## src/rtl/system_partition_bank_pkg.sv

```systemverilog
// Shared parameters for the partition register bank.
//   SINGLE     : default channel data width (single-precision word)
//   STEP_W_DEF : default step counter width
//   clog2()    : constant function for the derived address width
package system_partition_bank_pkg;

  localparam int unsigned SINGLE     = 32;
  localparam int unsigned STEP_W_DEF = 16;

  // Minimum bit count able to index n entries (at least 1).
  function automatic int unsigned clog2(input int unsigned n);
    int unsigned r;
    r = 0;
    for (int unsigned i = 0; i < 32; i++) begin
      if ((32'd1 << r) < n) r = r + 1;
    end
    return (r == 0) ? 1 : r;
  endfunction

endpackage

```

## src/rtl/system_partition_bank_if.sv

```systemverilog
// Bus interface of the partition register bank.
// master : producer/consumer side (drives writes, commit, reads)
// slave  : bank side
//   control_valuation_sig  commit strobe, shadow -> active
//   wr_en/wr_addr/wr_data  shadow write port
//   rd_addr/rd_data        registered active-bank read port
//   cout                   flattened active bank, channel k at [k*WIDTH +: WIDTH]
//   all_written            every channel written since last commit
//   step_cnt               commits since reset
//   err_incomplete/err_addr sticky errors, err_clr clears both
interface system_partition_bank_if #(
  parameter int unsigned WIDTH  = system_partition_bank_pkg::SINGLE,
  parameter int unsigned N_CH   = 8,
  parameter int unsigned STEP_W = system_partition_bank_pkg::STEP_W_DEF
);
  localparam int unsigned CH_W = system_partition_bank_pkg::clog2(N_CH);

  logic                    control_valuation_sig;
  logic                    wr_en;
  logic [CH_W-1:0]         wr_addr;
  logic [WIDTH-1:0]        wr_data;
  logic [CH_W-1:0]         rd_addr;
  logic [WIDTH-1:0]        rd_data;
  logic [N_CH*WIDTH-1:0]   cout;
  logic                    all_written;
  logic [STEP_W-1:0]       step_cnt;
  logic                    err_incomplete;
  logic                    err_addr;
  logic                    err_clr;

  modport master (
    output control_valuation_sig, wr_en, wr_addr, wr_data, rd_addr, err_clr,
    input  rd_data, cout, all_written, step_cnt, err_incomplete, err_addr
  );

  modport slave (
    input  control_valuation_sig, wr_en, wr_addr, wr_data, rd_addr, err_clr,
    output rd_data, cout, all_written, step_cnt, err_incomplete, err_addr
  );

endinterface

```

## src/rtl/system_partition_bank_channel_reg.sv

```systemverilog
// partition_channel_reg: one shadow/active register pair.
//   clk, rst    clock, synchronous active-high reset
//   i_wr        write this channel's shadow
//   i_wr_data   write data
//   i_commit    copy shadow into active
//   o_active    active value
// PARTITION_BYPASS_EN: a write coincident with a commit is forwarded
// straight into active in that same commit.
module partition_channel_reg #(
  parameter int unsigned WIDTH = system_partition_bank_pkg::SINGLE
) (
  input  logic             clk,
  input  logic             rst,
  input  logic             i_wr,
  input  logic [WIDTH-1:0] i_wr_data,
  input  logic             i_commit,
  output logic [WIDTH-1:0] o_active
);

  logic [WIDTH-1:0] r_shadow;
  logic [WIDTH-1:0] r_active;
  logic [WIDTH-1:0] w_commit_val;

`ifdef PARTITION_BYPASS_EN
  assign w_commit_val = i_wr ? i_wr_data : r_shadow;
`else
  // Commit snapshots the shadow before a same-cycle write lands.
  assign w_commit_val = r_shadow;
`endif

  always_ff @(posedge clk) begin
    if (rst) begin
      r_shadow <= '0;
      r_active <= '0;
    end else begin
      if (i_wr)     r_shadow <= i_wr_data;
      if (i_commit) r_active <= w_commit_val;
    end
  end

  assign o_active = r_active;

endmodule

```

## src/rtl/system_partition_bank.sv

```systemverilog
// Double-buffered multi-channel interface register bank between solvers.
// Producer fills the shadow bank during a step; the commit strobe moves
// every channel to the active bank on the same edge.
//   clk  system clock
//   rst  synchronous active-high reset
//   bus  system_partition_bank_if.slave (writes, commit, read, status)
// Optional macro PARTITION_BYPASS_EN: forward a write coincident with a
// commit into the active bank in that same commit.
module system_partition_bank #(
  parameter int unsigned WIDTH  = system_partition_bank_pkg::SINGLE,
  parameter int unsigned N_CH   = 8,
  parameter int unsigned STEP_W = system_partition_bank_pkg::STEP_W_DEF
) (
  input  logic                   clk,
  input  logic                   rst,
  system_partition_bank_if.slave bus
);
  import system_partition_bank_pkg::*;

  localparam int unsigned CH_W = clog2(N_CH);

  logic [N_CH-1:0]   r_written;
  logic [N_CH-1:0]   w_written_nxt;
  logic [N_CH-1:0]   w_wr_sel;
  logic [WIDTH-1:0]  w_active [N_CH];
  logic [WIDTH-1:0]  r_rd_data;
  logic [STEP_W-1:0] r_step_cnt;
  logic              r_err_incomplete;
  logic              r_err_addr;
  logic              w_commit;
  logic              w_wr_ok;
  logic              w_rd_ok;
  logic              w_all_written;
  logic              w_all_written_eff;
  logic              w_addr_evt;
  logic              w_inc_evt;

  assign w_commit = bus.control_valuation_sig;
  // One extra bit keeps the range check meaningful for power-of-two N_CH.
  assign w_wr_ok  = ({1'b0, bus.wr_addr} < (CH_W+1)'(N_CH));
  assign w_rd_ok  = ({1'b0, bus.rd_addr} < (CH_W+1)'(N_CH));

  for (genvar k = 0; k < N_CH; k++) begin : g_ch
    assign w_wr_sel[k] = bus.wr_en & w_wr_ok & (bus.wr_addr == CH_W'(k));

    partition_channel_reg #(.WIDTH(WIDTH)) u_ch (
      .clk       (clk),
      .rst       (rst),
      .i_wr      (w_wr_sel[k]),
      .i_wr_data (bus.wr_data),
      .i_commit  (w_commit),
      .o_active  (w_active[k])
    );

    assign bus.cout[k*WIDTH +: WIDTH] = w_active[k];
  end

  assign w_all_written = &r_written;

`ifdef PARTITION_BYPASS_EN
  // Forwarded write is part of this commit, so it counts now and not later.
  assign w_all_written_eff = &(r_written | w_wr_sel);
  always_comb begin
    w_written_nxt = r_written | w_wr_sel;
    if (w_commit) w_written_nxt = '0;
  end
`else
  // Coincident write is set after the clear: it belongs to the next step.
  assign w_all_written_eff = w_all_written;
  always_comb begin
    w_written_nxt = r_written;
    if (w_commit) w_written_nxt = '0;
    w_written_nxt = w_written_nxt | w_wr_sel;
  end
`endif

  assign w_addr_evt = (bus.wr_en & ~w_wr_ok) | ~w_rd_ok;
  assign w_inc_evt  = w_commit & ~w_all_written_eff;

  always_ff @(posedge clk) begin
    if (rst) begin
      r_written        <= '0;
      r_rd_data        <= '0;
      r_step_cnt       <= '0;
      r_err_incomplete <= 1'b0;
      r_err_addr       <= 1'b0;
    end else begin
      r_written <= w_written_nxt;
      r_rd_data <= w_rd_ok ? w_active[bus.rd_addr] : '0;
      if (w_commit) r_step_cnt <= r_step_cnt + 1'b1;

      // A new error event outranks a same-cycle clear.
      if (w_inc_evt)        r_err_incomplete <= 1'b1;
      else if (bus.err_clr) r_err_incomplete <= 1'b0;

      if (w_addr_evt)       r_err_addr <= 1'b1;
      else if (bus.err_clr) r_err_addr <= 1'b0;
    end
  end

  assign bus.rd_data        = r_rd_data;
  assign bus.all_written    = w_all_written;
  assign bus.step_cnt       = r_step_cnt;
  assign bus.err_incomplete = r_err_incomplete;
  assign bus.err_addr       = r_err_addr;

endmodule

```

## src/flat_wrapper.sv

```systemverilog
// flat-port wrapper written by rule: the top's interface ports become plain ports
module system_partition_bank_flat import system_partition_bank_pkg::*;
#(
  parameter int unsigned WIDTH  = system_partition_bank_pkg::SINGLE,
  parameter int unsigned N_CH   = 8,
  parameter int unsigned STEP_W = system_partition_bank_pkg::STEP_W_DEF
)
  (clk, rst, bus_control_valuation_sig, bus_wr_en, bus_wr_addr, bus_wr_data, bus_rd_addr, bus_err_clr, bus_rd_data, bus_cout, bus_all_written, bus_step_cnt, bus_err_incomplete, bus_err_addr);
  system_partition_bank_if #(.WIDTH(WIDTH), .N_CH(N_CH), .STEP_W(STEP_W)) bus_i ();
  input  logic clk;
  input  logic rst;
  input wire logic [$bits(bus_i.control_valuation_sig)-1:0] bus_control_valuation_sig;
  input wire logic [$bits(bus_i.wr_en)-1:0] bus_wr_en;
  input wire logic [$bits(bus_i.wr_addr)-1:0] bus_wr_addr;
  input wire logic [$bits(bus_i.wr_data)-1:0] bus_wr_data;
  input wire logic [$bits(bus_i.rd_addr)-1:0] bus_rd_addr;
  input wire logic [$bits(bus_i.err_clr)-1:0] bus_err_clr;
  output wire logic [$bits(bus_i.rd_data)-1:0] bus_rd_data;
  output wire logic [$bits(bus_i.cout)-1:0] bus_cout;
  output wire logic [$bits(bus_i.all_written)-1:0] bus_all_written;
  output wire logic [$bits(bus_i.step_cnt)-1:0] bus_step_cnt;
  output wire logic [$bits(bus_i.err_incomplete)-1:0] bus_err_incomplete;
  output wire logic [$bits(bus_i.err_addr)-1:0] bus_err_addr;
  assign bus_i.control_valuation_sig = bus_control_valuation_sig;
  assign bus_i.wr_en = bus_wr_en;
  assign bus_i.wr_addr = bus_wr_addr;
  assign bus_i.wr_data = bus_wr_data;
  assign bus_i.rd_addr = bus_rd_addr;
  assign bus_i.err_clr = bus_err_clr;
  assign bus_rd_data = bus_i.rd_data;
  assign bus_cout = bus_i.cout;
  assign bus_all_written = bus_i.all_written;
  assign bus_step_cnt = bus_i.step_cnt;
  assign bus_err_incomplete = bus_i.err_incomplete;
  assign bus_err_addr = bus_i.err_addr;
  system_partition_bank #(.WIDTH(WIDTH), .N_CH(N_CH), .STEP_W(STEP_W)) u_core (.clk(clk), .rst(rst), .bus(bus_i));
endmodule
```

## config.mk

```make
export PLATFORM = sky130hd
export DESIGN_NAME = system_partition_bank_flat
export DESIGN_NICKNAME = d
export VERILOG_FILES = /design/src/rtl/system_partition_bank_pkg.sv /design/src/rtl/system_partition_bank_if.sv /design/src/rtl/system_partition_bank_channel_reg.sv /design/src/rtl/system_partition_bank.sv /design/src/flat_wrapper.sv
export SDC_FILE = /design/constraint.sdc
export NUM_CORES = 1
export LEC_CHECK = 0
export CORE_MARGIN = 4
export CORE_UTILIZATION = 58
export DETAILED_ROUTE_END_ITERATION = 10
export GPL_TIMING_DRIVEN = 0
export HOLD_SLACK_MARGIN = 0.1
export PLACE_DENSITY = 0.83
export SLEW_MARGIN = 20
export SYNTH_ARGS = -nofsm -noshare
export SYNTH_HDL_FRONTEND = slang
export SYNTH_HIERARCHICAL = 1
export SYNTH_SLANG_ARGS = --single-unit
```

## constraint.sdc

```tcl
create_clock -name clk -period 2.24 [get_ports clk]
set_input_delay 0.448 -clock clk [delete_from_list [all_inputs] [get_ports clk]]
set_output_delay 0.448 -clock clk [all_outputs]
set_load 0.01 [all_outputs]
```

==> impl.org, run 1 <==
** Outcome
- The run finished with clean final reports.

** STA
- The worst path uses between 90% and 100% of the clock period.
- Setup violations remaining at the end of the flow were counted as 0.
- The final number of hold-violating endpoints was 0.
- For the final routed database, the setup TNS stands at 0 ns.
- The number of max-slew violations in the final report is 0.
- On the final layout, the worst clock skew is 0.0176 ns.
- Minimum clock period after layout :: 2.14 ns
- Setup repair after global routing left no endpoint under its margin.
- Tightest Pin Transition :: 1.03 ns
- Measured against its own limit, the worst slew margin works out to between 30% and 40%.
- Derived from the worst setup path, the maximum achievable clock frequency is 468 MHz.

** Synthesis
- In the post-synthesis netlist, the biggest area contributors are dfxtp_1 (50%), mux2i_1 (24%), nor2_1 (9.4%).
- Number of distinct standard cells referenced by the synthesized netlist :: 36
- The synthesized design contains 569 register bits.
- Portion of the post-synthesis area used by sequential elements :: 50.1%
- In this run the biggest area consumer among cell types represents 50.1% of the synthesized area.
- Summed over all instances, the cell type with the most area after synthesis is dfxtp_1.
- Measured against the total synthesized area, the mux share comes to between 20% and 30%.
- Async S/R FF share, synth :: 0%
- Ys Warns :: 6
- In the synthesized netlist, the number of instances is 2040.
- Summing the areas of all and, or, nand and nor instances in the mapped netlist gives a little under an eighth of the synthesized area.
- Averaged over all synthesized cells, the footprint is 11.1 um2.
- For this run, the leading register cell type out of synthesis is dfxtp_1.
- In this run, synthesis inferred 0 flip-flops with an integrated enable.
- After Yosys synthesis, XOR and XNOR cells account for 0.501% of the synthesized area.
- When the netlist entered floorplanning its net count stood at roughly 2100.
- Combinational family with the most area after synthesis :: multiplexers
- The synthesized netlist occupies a cell area of 0.0227 mm2.
- The synthesized netlist devotes 3.49% of its cell area to compound gates.
- Arithmetic-cell share of the synthesized area counting full adders, half adders and majority gates :: less than 1%

** Setup path
- Cell class contributing the biggest share of worst-path delay :: buffers and inverters
- STA puts the critical path data arrival time at approximately 1.7 ns.
- The signal on the critical path passes through clkdlybuf4s50_1.
- Critical Path Max Stage Delay :: 0.61 ns
- Crit. End Element :: output pin
- Along the worst path, the maximum fanout reaches 3.
- Nature of the critical path startpoint :: flop
- Worst Setup Path Type :: flop to output pin
- Among all stages on the critical path, the largest delay is contributed by clkdlybuf4s50_1.
- Counting both buffers and inverters, the worst setup path holds a total of 1.
- Worst endpoint required time :: between 1.5 and 2 ns

** Layout
- FF+latch area :: 0.0114 mm2
- 0 antenna diodes ended up in the layout.
- Summing all multi-input logic gate instances after layout gives 0.00968 mm2.
- Area growth, synth to finish :: 25.6%
- Once layout is done, the placed cells without fillers occupy 0.0286 mm2.
- Ratio of cells with drive above 1 in the final layout :: 11.6%
- The layout has 2705 filler cells.
- The final layout contains between 2000 and 2500 nets.

** Floorplan
- The total area inside the core boundary comes to 0.0387 mm2.
- In this run the vertical extent of the chip is about 210 um.
- Core Rows :: 72
- Initial standard-cell utilization of the core :: 58.7%
- The die covers 0.0424 mm2.
- Measured along the x axis, the die boundary spans 206 um.
- 350 I/O pins were placed.

** Placement
- Detailed placement HPWL :: 51400 um
- In this run the tool buffered the top-level ports with 343 buffer cells.
- The congestion estimate from routability-driven global placement came to 0.926.
- Post-place instance area :: around 0.027 mm2

** Power
- Share of total power in combinational logic :: approximately 8%
- For this design the ratio of total power to cell area is 739 mW/mm2.
- Clock share of power :: 42.4%
- Per report_power, the sequential group accounts for 49.4% of the total.
- Static Leak :: between 10 and 15 nW
- Sw frac :: 23.6%
- Sw Pwr :: 4.98 mW
- Worst voltage drop across the vdd grid :: about 580 uV
- Int Power :: 16.1 mW
- Power after layout :: 21.1 mW

** Clocking
- Clock transition at the register clock pins on the worst setup and hold paths after CTS :: 0.06 ns
- TritonCTS built the clock tree.
- Count of cells resized by post-cts repair :: 1
- Cell at the root of the clock tree :: clkbuf_16
- The longest clock path from root to sink contains 3 buffers.
- CTS Hold Buffers Added :: 0
- Number of levels in the clock H-tree :: 2
- Once the clock tree was built, the setup fixing pass inserted 0 buffers.
- In this run, CTS created clock tree buffers numbering 55.
- Later-pin clock latency in the skew report :: 0.62 ns
- For this design, the sink count on the clock tree is 569.

** Global route
- Overflow after GRT :: 0
- Number of global-route vias before repair :: 17300
- Overall global routing resource usage :: 31.9%
- The number of antenna violations at the first check in global routing came to 0.
- Global-route wire length before repair :: between 100000 and 150000 um
- Entering global routing, the biggest net connects 15 pins.

** Worst hold path
- Type of the most critical hold path :: primary input to flop

** Route
- In the routed layout, each cell is associated on average with a via count of 5.73.
- The first detailed-routing pass ran for 8 iterations.
- After detailed routing, the number of remaining DRC violations is 0.
- Total Routed Length :: approximately 70000 um
- In this run the remaining antenna-violating nets after routing total 0.
- Across all layers, the routed design uses 17200 vias.
- In the final routed layout, each cell accounts on average for about 23 um.
- DRT iter0 DRCs :: around 1400

** Job
- Count of maximum capacitance violations :: 0
## sequential cells by signal (all words and copies together), names as in the netlist
| register | flops |
|---|---|
| u_core/bus.err_incomplete | 1 |
| u_core/bus.rd_data | 32 |
| u_core/bus.step_cnt | 16 |
| u_core/g_ch.u_ch/o_active | 256 |
| u_core/g_ch.u_ch/r_shadow | 256 |
| u_core/r_written | 8 |
## cells in the mapped netlist (5+ instances only)
| cell type | instances |
|---|---|
| buf_12 | 51 |
| nor2b_1 | 36 |
| nand4_1 | 6 |
| dfxtp_1 | 569 |
| clkbuf_2 | 8 |
| nand3_1 | 5 |
| xor2_1 | 5 |
| buf_4 | 7 |
| xnor2_1 | 8 |
| a2111oi_2 | 30 |
| a211oi_1 | 32 |
| mux2i_1 | 545 |
| mux4_2 | 32 |
| a21oi_1 | 7 |
| clkbuf_1 | 11 |
| buf_6 | 18 |
| nor2_1 | 569 |
| nand2_1 | 7 |
| nor3_1 | 5 |
| buf_2 | 61 |
## final timing paths
path	from	end	slack, ns	cells past startpoint
worst min register to register	u_core/bus.err_incomplete	u_core/bus.err_incomplete	0.48	2
worst max register to register	u_core/bus.step_cnt[6]	u_core/bus.step_cnt[15]	0.65	3
worst max-delay path	u_core/g_ch[4].u_ch/o_active[17]	bus_cout[145]	0.10	1
worst min-delay path	rst	u_core/g_ch[2].u_ch/r_shadow[31]	0.15	2
## power by group through the flow
stage | Combinational, mW | Sequential [mW] | Clock (mW)
after floorplan | 1.02 | 10.6 | 0
after global placement | 1.66 | 10.6 | 0
after detailed placement | 1.70 | 10.6 | 0
after CTS | 1.71 | 10.4 | 9.02
after global routing | 1.80 | 10.4 | 9.44
final | 1.73 | 10.4 | 8.94
## per-layer routing
layer / up-vias / routed length (um) / track usage (%)
met1: 8443 / 28400 / 41.5
li1: 7762 / - / -
met3: 160 / 6240 / 7.56
met2: 825 / 33000 / 52.1
met4: 0 / 2280 / 11.2
met5: - / 0 / 0
## cells by family after synthesis
logic type | count (synthesis)
xor+xnor | 13
mux | 577
other cells | 1
buf+inv | 158
compound gates | 78
flops | 569
simple gates | 643
fa+ha+maj | 1
## cell type report
class,instances,area share [%]
sequential,569,39.9
multi-input combinational,1313,33.9
timing repair buffer,343,12.0
clock buffer,92,5.87
buffer,156,5.82
tap,518,2.27
clock inverter,8,0.193
inverter,2,0.0263
## metrics by stage
| stage | utilization [%] | hold WS (ns) | instances | setup slack [ns] |
|---|---|---|---|---|
| floorplan | - | 0.460 | 2040 | 0.707 |
| finish | 73.7 | 0.153 | 3001 | 0.101 |
| global placement | 69.3 | 0.467 | 2901 | 0.0651 |
| global route | 73.7 | 0.158 | 3001 | 0.0574 |
| CTS | 73.7 | 0.132 | 3001 | 0.102 |
| detailed placement | 69.3 | 0.461 | 2901 | -0.00674 |
## layout by cell type, fill, tap and decap left out, types with 8 or more instances in the layout
cell,Yosys,routed
buf_12,51,51
buf_6,18,18
nor2_1,569,569
xnor2_1,8,8
a211oi_1,32,32
a2111oi_2,30,30
buf_2,61,61
clkbuf_16,0,56
clkbuf_8,0,14
clkbuf_1,11,33
dfxtp_1,569,569
nor2b_1,36,36
clkbuf_2,8,8
clkdlybuf4s50_1,0,342
mux4_2,32,32
mux2i_1,545,545
No activity file was read; power rests on OpenSTA's default activity.
==> inputs of run 2 (changes only) <==
--- a/config.mk
+++ b/config.mk
@@ -10,6 +10,7 @@
 export DETAILED_ROUTE_END_ITERATION = 10
 export GPL_TIMING_DRIVEN = 0
 export HOLD_SLACK_MARGIN = 0.1
+export MAX_ROUTING_LAYER = met4
 export PLACE_DENSITY = 0.83
 export SLEW_MARGIN = 20
 export SYNTH_ARGS = -nofsm -noshare
==> run 2 against run 1 <==
- critical path depth unchanged
- critical endpoint is now bus_cout[146]
- non-clock buffer count stayed put
- sequential share of layout area decreased by 0.28 points
- global-route usage grew 1.1 points
- die area stayed put
==> impl.org, run 2 (same netlist as run 1, synthesis figures left out) <==
** Route
- The number of remaining DRC errors came to 0 (unchanged).
- The number of iterations in the first detailed-routing pass was 5 (was 8).
- Via Count :: 17100 (was 17200)
- Total Routed Length :: 69800 um (was 70000 um)
- DRT iter0 DRCs :: 1358 (was 1351)
- The number of vias per cell is 5.69 (was 5.73).
- The post-detailed-route count of antenna-violating nets was 0 (unchanged).
- The detail-routed net length per standard cell was 23.3 um (about the same).

** Setup path
- The maximum fanout count along the critical path came to 3 (unchanged).
- Worst path slowest cell :: clkdlybuf4s50_1 (unchanged)
- Cell class contributing the biggest share of worst-path delay :: buffers and inverters (unchanged)
- The critical path endpoint category is an output pin (unchanged).
- Worst endpoint required time :: 1.79 ns (about the same)
- The capture point of the worst path was bus_cout[146] (was bus_cout[145]).
- The launching element of the worst setup path was u_core/g_ch[4].u_ch/o_active[18] (was u_core/g_ch[4].u_ch/o_active[17]).
- Instance count on the critical path :: 1 (unchanged)
- Arrival time at the worst endpoint :: 1.68 ns (was 1.69 ns)
- The largest incremental delay on the critical path is 0.60 ns (was 0.61 ns).
- Worst Setup Path Type :: flop to output pin (unchanged)
- The launch point of the worst reg-to-reg path is u_core/bus.step_cnt[6] (unchanged).
- Worst path cell trace :: clkdlybuf4s50_1 (unchanged)
- The terminus of the critical flop-to-flop path is u_core/bus.step_cnt[13] (was u_core/bus.step_cnt[15]).
- The number of cell instances on the worst register-to-register path was 4 (was 3).
- Nature of the critical path startpoint :: flop (unchanged)
- The buffer and inverter count on the worst path was 1 (unchanged).
- Flop-to-flop setup slack :: 0.64 ns (was 0.65 ns)

** STA
- The number of setup violations in the final report is 0 (unchanged).
- The share of the clock period used by the worst path after layout is 94.9% (was 95.5%).
- Setup total negative slack :: 0 ns (unchanged)
- The number of max-slew violations in the final report was 0 (unchanged).
- Minimum clock period after layout :: 2.13 ns (was 2.14 ns)
- Timing-limited maximum frequency :: 470 MHz (was 468 MHz)
- The final number of hold-violating endpoints came to 0 (unchanged).
- Max transition margin :: 31.2% (was 31.5%)
- Worst hold slack :: 0.172 ns (was 0.153 ns)
- The transition time of the tightest slew-check pin came to 1.03 ns (about the same).
- RSZ-0062 raised after global routing: false (unchanged).
- Worst clock skew :: 0.00983 ns (was 0.0176 ns)

** Global route
- The global-route wire length before repair is 105000 um (was 104000 um).
- The remaining global-route overflow came to 0 (unchanged).
- The number of global-route vias before repair is 17300 (about the same).
- The number of antenna violations at the first check in global routing was 1 (was 0).
- Overall global routing resource usage :: 32.9% (was 31.9%)
- The largest net degree at the start of global routing is 15 (unchanged).

** Clocking
- Cell at the root of the clock tree :: clkbuf_16 (unchanged)
- The sink count of the clock tree came to 569 (unchanged).
- The worst-skew pair later-pin latency came to 0.60 ns (was 0.62 ns).
- Clock tree from TritonCTS :: built (unchanged)
- The total clock buffers created by CTS is 56 (was 55).
- Number of levels in the clock H-tree :: 2 (unchanged)
- The number of buffers added for setup after CTS came to 0 (unchanged).
- Number of buffers between clock root and the deepest sink :: 3 (unchanged)
- CTS Hold Buffers Added :: 0 (unchanged)
- Clock transition at the register clock pins on the worst setup and hold paths after CTS :: 0.06 ns (about the same)

** Placement
- Post-place instance area :: 0.0268 mm2 (unchanged)
- The count of input and output buffers came to 343 (unchanged).
- The last weighted congestion value of the routability-driven placer came to 0.940 (was 0.926).
- The post-detailed-placement half-perimeter wirelength is 51000 um (was 51400 um).

** Worst hold path
- Type of the most critical hold path :: primary input to flop (unchanged)

** Layout
- Layout filler cell count :: 2677 (was 2705)
- Ratio of cells with drive above 1 in the final layout :: 12.1% (was 11.6%)
- The final layout net count came to 2485 (was 2484).
- Area growth, synth to finish :: 26.5% (was 25.6%)
- Most frequent cells in the layout: nor2_1 (569), dfxtp_1 (569), mux2i_1 (545), clkdlybuf4s50_1 (342), buf_2 (61) (unchanged).
- Post-route cell area :: 0.0288 mm2 (was 0.0286 mm2)

** Job
- Count of maximum capacitance violations :: 0 (unchanged)

** Power
- The fraction of power consumed by the clock network came to 44.7% (was 42.4%).
- The switching power summed over all nets came to 5.03 mW (was 4.98 mW).
- The internal power component came to 17.0 mW (was 16.1 mW).
- Share of total power in combinational logic :: 7.8% (was 8.2%)
- Static Leak :: 11.1 nW (was 11.0 nW)
- The switching share of power is 22.9% (was 23.6%).
- Register share of total power :: 47.4% (was 49.4%)
- The total power is 22.0 mW (was 21.1 mW).
- Power density relative to cell area :: 765 mW/mm2 (was 739 mW/mm2)
- Worst voltage drop across the vdd grid :: 598 uV (was 575 uV)

** Floorplan
- Die ar. :: 0.0424 mm2 (unchanged)
- The number of top-level design ports came to 350 (unchanged).
- Die outline height :: 206 um (unchanged)
- Width of the die :: 206 um (unchanged)
- Initial standard-cell utilization of the core :: 58.7% (unchanged)
- Placeable core area :: 0.0387 mm2 (unchanged)
- The standard-cell row count is 72 (unchanged).

** Outcome
- Run status: finished, final reports clean (unchanged).
==> run 2: area by class of cell <==
class	count	area, um2	share of cell area [%]
diodes	1	2.50	0.00870
plain buffers	156	1660	5.78
clock buffers	81	1660	5.76
clock inverters	19	278	0.966
inverters	2	7.51	0.0261
multi-input cells	1313	9680	33.7
flip-flops and latches	569	11400	39.6
well taps	518	648	2.25
repair buffers	343	3430	11.9
==> run 2: stage by stage <==
step,setup slack (ns),utilization [%],cells
final,0.114,74.3,3002
after global routing,0.0708,74.3,3002
after CTS,0.106,74.2,3001
after detailed placement,0.0424,69.3,2901
after global placement,0.0832,69.3,2901
after floorplan,0.707,-,2040
==> run 2: what timing repair did <==
action | in CTS | in global routing
gates resized for setup | 1 | 0
endpoints found under the setup margin | 1 | 0
hold endpoints to repair | 0 | 0
==> run 2: how the worst min path moves through the flow <==
stage / from / endpoint / slack (ns) / cells after the start
finish: rst / u_core/g_ch[0].u_ch/o_active[0] / 0.17 / 2
global route: rst / u_core/g_ch[6].u_ch/r_shadow[31] / 0.17 / 2
CTS: rst / u_core/g_ch[2].u_ch/o_active[31] / 0.15 / 2
detailed placement: u_core/bus.err_incomplete / u_core/bus.err_incomplete / 0.48 / 2
global placement: u_core/g_ch[4].u_ch/r_shadow[9] / u_core/g_ch[4].u_ch/o_active[9] / 0.47 / 2
floorplan: u_core/g_ch[0].u_ch/r_shadow[0] / u_core/g_ch[0].u_ch/r_shadow[0] / 0.46 / 2
==> run 2: routing by layer <==
layer / wire length, um / vias to the layer above / track usage [%]
met5: 0 / - / -
met4: 2390 / 0 / 11.8
met3: 5790 / 158 / 6.04
met2: 32800 / 792 / 52.1
met1: 28900 / 8358 / 42.7
li1: - / 7766 / -
==> run 2: power by group through the flow <==
stage               logic (mW)  clock network (mW)  registers [mW]
detailed placement        1.70                   0            10.6
floorplan                 1.02                   0            10.6
global route              1.80                10.3            10.4
CTS                       1.71                9.92            10.4
finish                    1.73                9.84            10.4
global placement          1.67                   0            10.6
==> inputs of run 3 (changes only) <==
--- a/config.mk
+++ b/config.mk
@@ -6,12 +6,12 @@
 export NUM_CORES = 1
 export LEC_CHECK = 0
 export CORE_MARGIN = 4
-export CORE_UTILIZATION = 58
+export CORE_UTILIZATION = 40
 export DETAILED_ROUTE_END_ITERATION = 10
 export GPL_TIMING_DRIVEN = 0
 export HOLD_SLACK_MARGIN = 0.1
 export MAX_ROUTING_LAYER = met4
-export PLACE_DENSITY = 0.83
+export PLACE_DENSITY_LB_ADDON = 0.1
 export SLEW_MARGIN = 20
 export SYNTH_ARGS = -nofsm -noshare
 export SYNTH_HDL_FRONTEND = slang
==> run 3 against run 2 <==
- die area is 43% higher
- utilization decreased by 22 points
- first-iteration DRC count decreased by 23%
- non-clock buffer count stayed put
- count of clock-buffer cells in the layout up 10
- fmax shrank 1.3%
- final cell count up 8.4%
- flip-flop and latch count unchanged
- via count decreased by 3.4%
- critical endpoint is now bus_cout[20]
- largest cell class unchanged
- highest routed layer unchanged
==> impl.org, run 3 (same netlist as run 1, synthesis figures left out) <==
** Floorplan
- The die height came to 246 um (was 206 um).
- The number of top-level design ports is 350 (unchanged).
- The standard-cell row count was 87 (was 72).
- The starting density of the core was 40.3% (was 58.7%).
- Die ar. :: 0.0607 mm2 (was 0.0424 mm2)
- The core outline area came to 0.0564 mm2 (was 0.0387 mm2).
- The width of the die came to 246 um (was 206 um).

** Route
- The via count is 16500 (was 17100).
- Post-detailed-route count of antenna-violating nets :: 0 (unchanged)
- Total Routed Length :: 75300 um (was 69800 um)
- The number of vias per cell is 5.07 (was 5.69).
- Residual DRC :: 0 (unchanged)
- The detail-routed net length per standard cell was 23.1 um (was 23.3 um).
- The number of DRC markers in iteration 0 is 1047 (was 1358).
- The number of iterations in the first detailed-routing pass came to 5 (unchanged).

** Outcome
- Run status: finished, final reports clean (unchanged).

** Setup path
- The cell with the largest stage delay on the worst path is clkdlybuf4s50_1 (unchanged).
- Worst Setup Path Type :: flop to output pin (unchanged)
- The dominant delay contributor by cell family on the critical path is buffers and inverters (unchanged).
- The kind of launch point of the worst setup path was a flop (unchanged).
- Crit. End Element :: output pin (unchanged)
- Total buffers and inverters traversed by the critical path :: 1 (unchanged)
- Largest fanout of any net on the critical path :: 3 (unchanged)
- Critical Path Max Stage Delay :: 0.60 ns (about the same)
- The endpoint arrival time on the critical path is 1.71 ns (was 1.68 ns).
- Worst endpoint required time :: 1.79 ns (about the same)
- Worst path cell trace: clkdlybuf4s50_1 (unchanged).

** Global route
- Overflow after GRT :: 0 (unchanged)
- Number of antenna violations at the first check in global routing :: 0 (was 1)
- The largest net degree at the start of global routing is 16 (was 15).
- Overall global routing resource usage :: 24.8% (was 32.9%)
- Global-route wire length before repair :: 110000 um (was 105000 um)
- Number of global-route vias before repair :: 16600 (was 17300)

** STA
- Setup total negative slack :: 0 ns (unchanged)
- RSZ-0062 raised after global routing :: false (unchanged)
- Number of endpoints with negative hold slack in the final report :: 0 (unchanged)
- Max transition margin :: 25.5% (was 31.2%)
- The share of the clock period used by the worst path after layout came to 96.2% (was 94.9%).
- Timing-limited maximum frequency :: 464 MHz (was 470 MHz)
- Setup violation total in the final timing report :: 0 (unchanged)
- The final period demand of the worst path came to 2.15 ns (was 2.13 ns).
- Tightest Pin Transition :: 1.12 ns (was 1.03 ns)
- The number of max-slew violations in the final report was 0 (unchanged).
- The clock skew after layout is 0.0146 ns (was 0.00983 ns).

** Clocking
- The sink count of the clock tree came to 569 (unchanged).
- Count of cells resized by post-cts repair :: 1 (unchanged)
- CTS Hold Buffers Added :: 0 (unchanged)
- The total clock buffers created by CTS was 61 (was 56).
- Number of buffers between clock root and the deepest sink :: 3 (unchanged)
- The number of buffers added for setup after CTS came to 0 (unchanged).
- Clock tree from TritonCTS :: built (unchanged)
- Cell at the root of the clock tree :: clkbuf_16 (unchanged)
- Number of levels in the clock H-tree :: 2 (unchanged)
- The clock-pin slew on the worst setup and hold paths came to 0.06 ns (about the same).
- The worst-skew pair later-pin latency is 0.62 ns (was 0.60 ns).

** Power
- The part of the total power dissipated in sequential elements was 44.4% (was 47.4%).
- The static leakage came to 11.3 nW (was 11.1 nW).
- The switching power summed over all nets is 5.35 mW (was 5.03 mW).
- The fraction of power consumed by the clock network is 48.2% (was 44.7%).
- Share of total power in combinational logic :: 7.4% (was 7.8%)
- Int Power :: 18.1 mW (was 17.0 mW)
- Sw frac :: 22.8% (was 22.9%)
- The power per cell area was 799 mW/mm2 (was 765 mW/mm2).
- Worst voltage drop across the vdd grid :: 670 uV (was 598 uV)

** Placement
- Detailed placement HPWL :: 55400 um (was 51000 um)
- The post-placement cell area is 0.0271 mm2 (was 0.0268 mm2).
- The last weighted congestion value of the routability-driven placer came to 0.857 (was 0.940).
- Count of buffers from port buffering :: 343 (unchanged)

** Worst hold path
- Type of the most critical hold path :: primary input to flop (unchanged)

** Layout
- The signed area change from the synthesized netlist to the final layout is 29.3% (was 26.5%).
- Final nets :: 2490 (was 2485)
- Post-route cell area :: 0.0294 mm2 (was 0.0288 mm2)
- Ratio of cells with drive above 1 in the final layout :: 12.6% (was 12.1%)
- Most frequent cells in the layout: nor2_1 (569), dfxtp_1 (569), mux2i_1 (545), clkdlybuf4s50_1 (342), clkbuf_16 (63) (was nor2_1 (569), dfxtp_1 (569), mux2i_1 (545), clkdlybuf4s50_1 (342), buf_2 (61)).
- Count of antenna diodes in the layout :: 0 (was 1)

** Job
- Count of maximum capacitance violations :: 0 (unchanged)
==> run 3: path summary, 6_finish.rpt <==
check | from | end | slack [ns] | cells after the start
worst max-delay path | u_core/g_ch[0].u_ch/o_active[20] | bus_cout[20] | 0.09 | 1
worst min-delay path | rst | u_core/g_ch[2].u_ch/r_shadow[31] | 0.16 | 2
worst max register to register | u_core/bus.step_cnt[6] | u_core/bus.step_cnt[15] | 0.72 | 3
worst min register to register | u_core/bus.step_cnt[15] | u_core/bus.step_cnt[15] | 0.48 | 2
==> run 3: layout make-up <==
class	count	area (um2)
Timing Repair Buffer	343	3430
Tap cell	756	946
Fill cell	5144	27000
Inverter	2	7.51
Clock inverter	25	460
Sequential cell	569	11400
Clock buffer	91	1820
Multi-Input combinational cell	1313	9680
Buffer	156	1660
==> run 3: through the flow <==
stage | setup slack [ns] | utilization [%] | hold slack, ns | std cells | power, mW
finish | 0.0855 | 52.2 | 0.156 | 3255 | 23.5
global route | 0.0362 | 52.2 | 0.144 | 3255 | 24.3
global placement | 0.0994 | 48.1 | 0.469 | 3139 | 12.4
floorplan | 0.707 | - | 0.460 | 2040 | 11.7
detailed placement | 0.0509 | 48.1 | 0.477 | 3139 | 12.4
CTS | 0.0706 | 52.2 | 0.113 | 3255 | 23.7
==> run 3: power groups by stage <==
stage	sequential, mW	combinational, mW	clock [mW]
floorplan	10.6	1.02	0
global placement	10.6	1.73	0
detailed placement	10.6	1.75	0
CTS	10.4	1.75	11.6
global route	10.4	1.84	12.0
finish	10.4	1.74	11.3
==> run 3: per-layer routing <==
metal | vias to the layer above | wire [um] | part of all wire, % | GRT usage [%]
li1 | 7795 | - | - | -
met1 | 8088 | 33300 | 44 | 32.3
met2 | 499 | 35400 | 47 | 39.8
met3 | 105 | 4430 | 5.9 | 4.43
met4 | 0 | 2130 | 2.8 | 7.16
met5 | - | 0 | 0 | -
